**src/rtl/pwm_cfg_update_ctrl.sv**
```systemverilog
// Shadows a PWM configuration bundle and commits it atomically at the period boundary,
// immediately when the PWM is disabled, or by force after MAX_WAIT stalled cycles.
module pwm_cfg_update_ctrl #(
  parameter int unsigned MAX_WAIT = 1024,
  parameter int unsigned WAIT_W   = 11
) (
  input  logic        clk,
  input  logic        rst_n,
  input  logic        cfg_valid,
  output logic        cfg_ready,
  input  logic [15:0] cfg_period,
  input  logic [7:0]  cfg_functions,
  input  logic [15:0] cfg_compare1,
  input  logic [15:0] cfg_compare2,
  input  logic        cfg_en,
  input  logic        cfg_abort,
  input  logic [15:0] count_val,
  output logic [15:0] period,
  output logic [7:0]  functions,
  output logic [15:0] compare1,
  output logic [15:0] compare2,
  output logic        pwm_en,
  output logic        cnt_clr,
  output logic        update_done,
  output logic        update_forced,
  output logic        cfg_err
);

  typedef enum logic {IDLE = 1'b0, PENDING = 1'b1} state_t;

  localparam logic [WAIT_W-1:0] WAIT_LAST = (MAX_WAIT == 0) ? '0 : WAIT_W'(MAX_WAIT - 1);

  state_t            state;
  logic [15:0]       sh_period;
  logic [7:0]        sh_functions;
  logic [15:0]       sh_compare1;
  logic [15:0]       sh_compare2;
  logic              sh_en;
  logic [WAIT_W-1:0] wait_cnt;

  logic do_commit;
  logic do_clr;
  logic do_forced;
  logic timeout;

  // Unaligned mode needs compare1 <= compare2 to produce a sane pulse window.
  function automatic logic bundle_bad(input logic [7:0] fn, input logic [15:0] c1,
                                      input logic [15:0] c2);
    return fn[1] && (c1 > c2);
  endfunction

  function automatic logic [WAIT_W-1:0] sat_inc(input logic [WAIT_W-1:0] w);
    return (&w) ? w : w + WAIT_W'(1);
  endfunction

  assign timeout = (MAX_WAIT != 0) && (wait_cnt == WAIT_LAST);

  // Commit decision in priority order; abort suppresses everything.
  always_comb begin
    do_commit = 1'b0;
    do_clr    = 1'b0;
    do_forced = 1'b0;
    if (state == PENDING && !cfg_abort) begin
      if (!pwm_en) begin
        do_commit = 1'b1;
        do_clr    = sh_en;
      end else if (count_val == period) begin
        do_commit = 1'b1;
      end else if (timeout) begin
        do_commit = 1'b1;
        do_clr    = 1'b1;
        do_forced = 1'b1;
      end
    end
  end

  always_ff @(posedge clk or negedge rst_n) begin
    if (!rst_n) begin
      state         <= IDLE;
      cfg_ready     <= 1'b1;
      sh_period     <= '0;
      sh_functions  <= '0;
      sh_compare1   <= '0;
      sh_compare2   <= '0;
      sh_en         <= 1'b0;
      wait_cnt      <= '0;
      period        <= '0;
      functions     <= '0;
      compare1      <= '0;
      compare2      <= '0;
      pwm_en        <= 1'b0;
      cnt_clr       <= 1'b0;
      update_done   <= 1'b0;
      update_forced <= 1'b0;
      cfg_err       <= 1'b0;
    end else begin
      cnt_clr       <= 1'b0;
      update_done   <= 1'b0;
      update_forced <= 1'b0;
      cfg_err       <= 1'b0;
      case (state)
        IDLE: begin
          if (cfg_valid) begin
            if (bundle_bad(cfg_functions, cfg_compare1, cfg_compare2)) begin
              cfg_err <= 1'b1;
            end else begin
              sh_period    <= cfg_period;
              sh_functions <= cfg_functions;
              sh_compare1  <= cfg_compare1;
              sh_compare2  <= cfg_compare2;
              sh_en        <= cfg_en;
              wait_cnt     <= '0;
              state        <= PENDING;
              cfg_ready    <= 1'b0;
            end
          end
        end
        PENDING: begin
          if (cfg_abort) begin
            sh_period    <= '0;
            sh_functions <= '0;
            sh_compare1  <= '0;
            sh_compare2  <= '0;
            sh_en        <= 1'b0;
            state        <= IDLE;
            cfg_ready    <= 1'b1;
          end else if (do_commit) begin
            period        <= sh_period;
            functions     <= sh_functions;
            compare1      <= sh_compare1;
            compare2      <= sh_compare2;
            pwm_en        <= sh_en;
            cnt_clr       <= do_clr;
            update_done   <= 1'b1;
            update_forced <= do_forced;
            state         <= IDLE;
            cfg_ready     <= 1'b1;
          end else begin
            wait_cnt <= sat_inc(wait_cnt);
          end
        end
        default: begin
          state     <= IDLE;
          cfg_ready <= 1'b1;
        end
      endcase
    end
  end

endmodule
```
**config.mk**
```make
export PLATFORM = sky130hd
export DESIGN_NAME = pwm_cfg_update_ctrl
export DESIGN_NICKNAME = d
export VERILOG_FILES = /design/src/rtl/pwm_cfg_update_ctrl.sv
export SDC_FILE = /design/constraint.sdc
export NUM_CORES = 1
export LEC_CHECK = 0
export ABC_CLOCK_PERIOD_IN_PS = 6300
export BUFFER_PORTS_ARGS = -buffer_cell sky130_fd_sc_hd__buf_2
export CAP_MARGIN = 0
export CORE_ASPECT_RATIO = 0.75
export CORE_UTILIZATION = 50
export DETAILED_ROUTE_END_ITERATION = 6
export GPL_TIMING_DRIVEN = 0
export PLACE_DENSITY = 0.82
export SYNTH_ARGS = -nofsm -noshare
export SYNTH_HDL_FRONTEND = slang
export SYNTH_SLANG_ARGS = --single-unit
```
**constraint.sdc**
```tcl
create_clock -name clk -period 6.3 [get_ports clk]
set_input_delay 0.315 -clock clk [delete_from_list [all_inputs] [get_ports clk]]
set_output_delay 0.315 -clock clk [all_outputs]
set_load 0.02 [all_outputs]
```
Yosys cells after proc, flatten, opt, wreduce, memory -nomap -nowiden. Cells that the tools add are included.

Register bits: 131. Input bits: 77. Output and inout bits: 62. Logic and storage cells: 93.

Add/subtract/negate cells: 1. Magnitude comparators: 1. Equal/unequal tests: 9. Mux-type cells: 55. Bitwise gates (word level): 2. Reduce and logical (&&, ||, !) cells: 8.

Operators by type and width (number): 16-bit two-way mux (7); 16-bit case mux with 2 select lines (3); 11-bit two-way mux (5); 1-bit two-way mux (32); 8-bit two-way mux (3); 11-bit case mux with 2 select lines (1); 16-bit == test (1); 16-bit greater-than comparator (1); 8-bit case mux with 2 select lines (1); 2-bit inequality test (second input constant) (6); 11-bit by 1-bit adder with 11-bit output (second input constant) (1); 11-bit by 10-bit == test with 1-bit output (second input constant) (1); 11-bit AND reduction (1); 3-bit AND reduction (3); 1-bit case mux with 2 select lines (3); 5-bit AND reduction (1); 3-bit by 2-bit inequality test with 1-bit output (second input constant) (1); 1-bit logical AND (2); 1-bit NOT (2); 1-bit zero test (1).

Depth between registers and ports, before layout.
Depth in word-level cells: 8. Depth in mapped cells: 9. Mapped depth without buffers: 8.

Worst setup path after synthesis. Ideal clock, no wire load.

Kind: input-to-reg. Start: input cfg_compare2[15]. End: register wait_cnt[2]. Data arrival time: 1.927 ns. Required time: 6.174 ns. Path slack: 4.247 ns. Cell stages on the path: 8. Cell sequence: inv_1 -> ha_1 -> nand4_1 -> o41ai_1 -> a31oi_1 -> a21bo_2 -> buf_2 -> a221o_1.

Cells in the longest elaborated chain, start to end: 4.

Ends and longest elaborated chain: from (decl) (line 14) `input logic [15:0] cfg_compare2,`; 16-bit greater-than comparator (line 49) `return fn[1] && (c1 > c2);`; 1-bit logical AND (line 49); 2-bit inequality test (no line); 5-bit AND reduction (no line); to (signal assigned) (line 139) `wait_cnt <= sat_inc(wait_cnt);`; to (decl) (line 39) `logic [WAIT_W-1:0] wait_cnt;`.

No other way between the ends. A chain may end at the register's enable or synchronous reset.

Worst setup path after layout.
Start: register period[12]. End: register period[7].

Cells in the longest elaborated chain, start to end: 5.

Ends and longest elaborated chain: from (decl) (line 18) `output logic [15:0] period,`; from (signal assigned) (line 128) `period <= sh_period;`; 16-bit == test (line 67) `end else if (count_val == period) begin`; 1-bit two-way mux (line 67); 1-bit two-way mux (line 64) `if (!pwm_en) begin`; 1-bit two-way mux (line 63) `if (state == PENDING && !cfg_abort) begin`; 3-bit AND reduction (no line).

No other way between the ends.

==> metrics.md <==
| Metric | Value |
|---|---|
| ANT nets after route | `0` |
| Slowest stage cell, crit path | `nor4_1` |
| Adder-cell share of the synthesized area | `3.54%` |
| Mapped Cells | `about 500` |
| Initial core utilization | `51.6%` |
| Power Density | `approximately 430 mW/mm²` |
| Min Tclk post-route | `roughly 2.5 ns` |
| Initial DRC Count | `180` |
| Clock latency on the worst-skew pair | `around 0.41 ns` |
| Layout cells sized above 1 | `around 28%` |
| CTS tree | `yes` |
| Logic pwr share | `30.3%` |
| CP Class | `reg2reg` |
| Hold buffers post-CTS | `1` |
| Critical Path Source Type | `flop` |
| Endpoint type of the worst setup path | `flop` |
| DR vias | `around 4.4k` |
| Worst Tran Pin Value | `0.621 ns` |
| Buf/Inv on CP | `2` |
| Proportion of power drawn by the clock network | `roughly 29%` |
| Mux share of post-synthesis cell area | `slightly above 20%` |
| Post-route cell area | `0.00750 mm²` |
| Status | `finished clean` |
| Die ar. | `~0.012 mm²` |
| Main combinational cell family by area after synthesis | `multiplexers` |
| H-Tree Depth | `4` |
| Count of cell types in the netlist | `41` |
| Port-buffer cells | `approximately 140` |
| CTS Root Cell | `clkbuf_16` |
| Total CTS buffers | `17` |
| Leakage | `roughly 0.004 µW` |
| CP required | `~6.6 ns` |
| Sequential share of the synthesized area | `54.6%` |
| # Post-CTS Setup Buffers | `0` |
| Relative slew slack | `58.6%` |
| Area fraction of the dominant cell type after synthesis | `approximately 54%` |
| Final setup margin | `roughly 3.8 ns` |
| Worst reg2reg startpoint | `period[12]` |
| HP Class | `in2reg` |
| WL final | `14.3 mm` |
| Final Hold Vio Count | `0` |
| Post-cts resize count | `0` |
| Vias/cell | `5.20` |
| CP cell instances | `xor2_1 -> nor4_1 -> nand4_1 -> nand2_1 -> o21ai_1 -> buf_4 -> buf_6 -> mux2_1` |
| Die X | `~130 µm` |
| VDD IR max | `a little over 0.2 mV` |
| Final setup fails | `0` |
| Global route overflow | `0` |
| Remaining DRCs | `0` |
| Largest area contributor in the netlist | `dfrtp_1` |
| Synth Area in Compound Gates | `4.12%` |
| Critical path launch point | `period[12]` |
| Hold Path Origin | `cfg_functions[6]` |
| Flop and latch count out of synthesis | `131` |
| Fin Setup TNS | `0 ns` |
| CTS max path bufs | `2` |
| Post-DP HPWL | `between 10 and 15 mm` |
| Final core utilization | `between 60% and 70%` |
| Max-cap viol count | `0` |
| Crit path DAT | `between 2 and 3 ns` |
| Pre-CTS WS | `between 3 and 4 ns` |
| Sequential group share of total power | `between 40 and 50%` |
| Largest net degree at the start of global routing | `87` |
| Clk_skew | `0.00790 ns` |
| Worst Reg-to-Reg Cells | `8` |
| Syn Std Cell Area | `~0.006 mm²` |
| Sw power | `approximately 1100 µW` |
| P_int | `between 2000 and 2500 µW` |
| GP Congestion | `around 0.81` |
| Reg-to-reg slack, setup | `roughly 3.8 ns` |
| Placed inst area | `around 0.0069 mm²` |
| Final period util | `about two fifths` |
| Number of global-route vias before repair | `between 4k and 5k` |
| Routed len/inst | `approximately 17 µm` |
| Max-slew violations | `0` |
| Synth Area in Simple Gates | `approximately a tenth` |
| Worst path max stage delay | `0.48 ns` |
| Height of the chip | `96.9 µm` |
| Avg Synthesized Cell Area | `approximately 12 µm²` |
| Area Growth Syn to Fin | `24.9%` |
| Mapped Nets | `between 600 and 700` |
| Switch share | `34.8%` |
| Initial antenna violation count | `1` |
| Fmax | `0.396 GHz` |
| Clk slew on worst S/H paths | `around 0.06 ns` |
| Drt pass-1 iters | `4` |
| Hold EP | `sh_functions[6]` |
| Cell count of the worst hold path | `3` |
| First-pass GRT wire length | `between 20 and 25 mm` |
| RSZ-0062 raised after global routing | `false` |
| Synth Area in XOR/XNOR | `between 2 and 2.5%` |
| Ranking of synthesized cells by area | `dfrtp_1, mux2_1, mux2i_1` |
| Nets | `around 770` |
| CP delay by family, top | `simple AND/OR/NAND/NOR gates` |
| Antenna diodes | `0` |
| CTS Sinks | `between 100 and 150` |
| Rows | `34` |
| Io pins | `roughly 140` |
| CP Max Fanout | `10` |
| Reg-to-reg endpoint | `period[7]` |
| Placeable Area | `between 0.01 and 0.015 mm²` |
| Total GRT Usage | `about a quarter` |
| Ys Warns | `0` |
[registers in the layout, indices dropped and copies added, names as in the netlist, 11 cells and up]
name	count
compare1	16
sh_compare2	16
compare2	16
wait_cnt	11
period	16
sh_compare1	16
sh_period	16
[stage by stage]
step / cells / hold WS, ns / power, µW
global route: 847 / 0.130 / 3400
detailed placement: 814 / 0.271 / 2310
finish: 847 / 0.133 / 3220
floorplan: 513 / 0.0194 / 1930
CTS: 847 / 0.129 / 3250
global placement: 813 / 0.465 / 2250
[worst max path at each step]
stage | end | slack, ns | cells after the start
finish | period[7] | 3.77 | 8
detailed placement | sh_compare2[10] | 3.64 | 10
global placement | functions[3] | 3.29 | 1
CTS | period[7] | 3.78 | 8
global route | period[7] | 3.71 | 8
floorplan | wait_cnt[2] | 4.25 | 8
[placed cells by master, fill, tap and decap left out, drive strengths merged, types with 8 or more instances in the layout]
cell / instances
ha: 17
a221o: 8
nor2: 9
dfrtp: 130
a21oi: 9
nand2: 67
buf: 153
xor2: 16
clkbuf: 30
mux2i: 57
inv: 61
and3: 9
mux2: 57
[cell usage after synthesis, drive strengths merged]
| cell type | count |
|---|---|
| a22o | 1 |
| a21o | 1 |
| or2 | 3 |
| nand3 | 7 |
| nor2b | 2 |
| nor3 | 7 |
| nand2 | 67 |
| a221o | 8 |
| o21ai | 4 |
| and3 | 9 |
| dfrtp | 130 |
| buf | 14 |
| a32o | 1 |
| mux2 | 57 |
| dfstp | 1 |
| nor4 | 5 |
| clkbuf | 8 |
| o31ai | 1 |
| mux2i | 57 |
| o41ai | 1 |
| nand4 | 6 |
| a31oi | 1 |
| ha | 17 |
| inv | 61 |
| a21bo | 2 |
| o211ai | 1 |
| nand2b | 2 |
| xor2 | 16 |
| a211oi | 2 |
| and2b | 1 |
| nor3b | 1 |
| a21oi | 9 |
| nor2 | 9 |
| a2111o | 1 |
[worst reg2reg max path: cells and delay by family (launching register included)]
kind / cells / cell delay (ns)
buf+inv: 2 / 0.40
flops: 1 / 0.40
simple gates: 3 / 0.96
mux: 1 / 0.33
compound gates: 1 / 0.12
xor+xnor: 1 / 0.17
[cell families (layout without fill, tap and decap cells)]
kind of cell,Yosys count,after routing
adder cells (fa/ha/maj),17,17
AO/OA/AOI/OAI,33,33
multiplexers,114,114
buffers and inverters,83,255
AND/OR/NAND/NOR,119,119
flip-flops,131,131
XOR/XNOR,16,16
[layer usage]
| metal | vias to the layer above | part of all wire, % | global-route usage (%) | routed length, µm |
|---|---|---|---|---|
| li1 | 2052 | - | - | - |
| met1 | 2172 | 44 | 32.0 | 6340 |
| met2 | 159 | 47 | 39.0 | 6680 |
| met3 | 24 | 7.0 | 8.52 | 996 |
| met4 | 0 | 2.0 | 8.33 | 293 |
| met5 | - | 0 | 0 | 0 |
[power groups by stage]
| stage | registers, µW | logic, µW | clock network (µW) |
|---|---|---|---|
| 3_5_place_dp | 1340 | 977 | 0 |
| 3_3_place_gp | 1310 | 937 | 0 |
| 4_1_cts | 1330 | 987 | 932 |
| 6_report | 1320 | 975 | 920 |
| 2_1_floorplan | 1510 | 417 | 0 |
| 5_1_grt | 1360 | 1060 | 976 |
[area by class of cell]
class	count	area, µm²
Fill cell	948	4150
Tap cell	162	203
Multi-Input combinational cell	299	2370
Timing Repair Buffer	140	734
Clock inverter	10	82.6
Buffer	22	128
Clock buffer	22	474
Inverter	61	229
Sequential cell	131	3280
(Power assumes the default switching activity.)
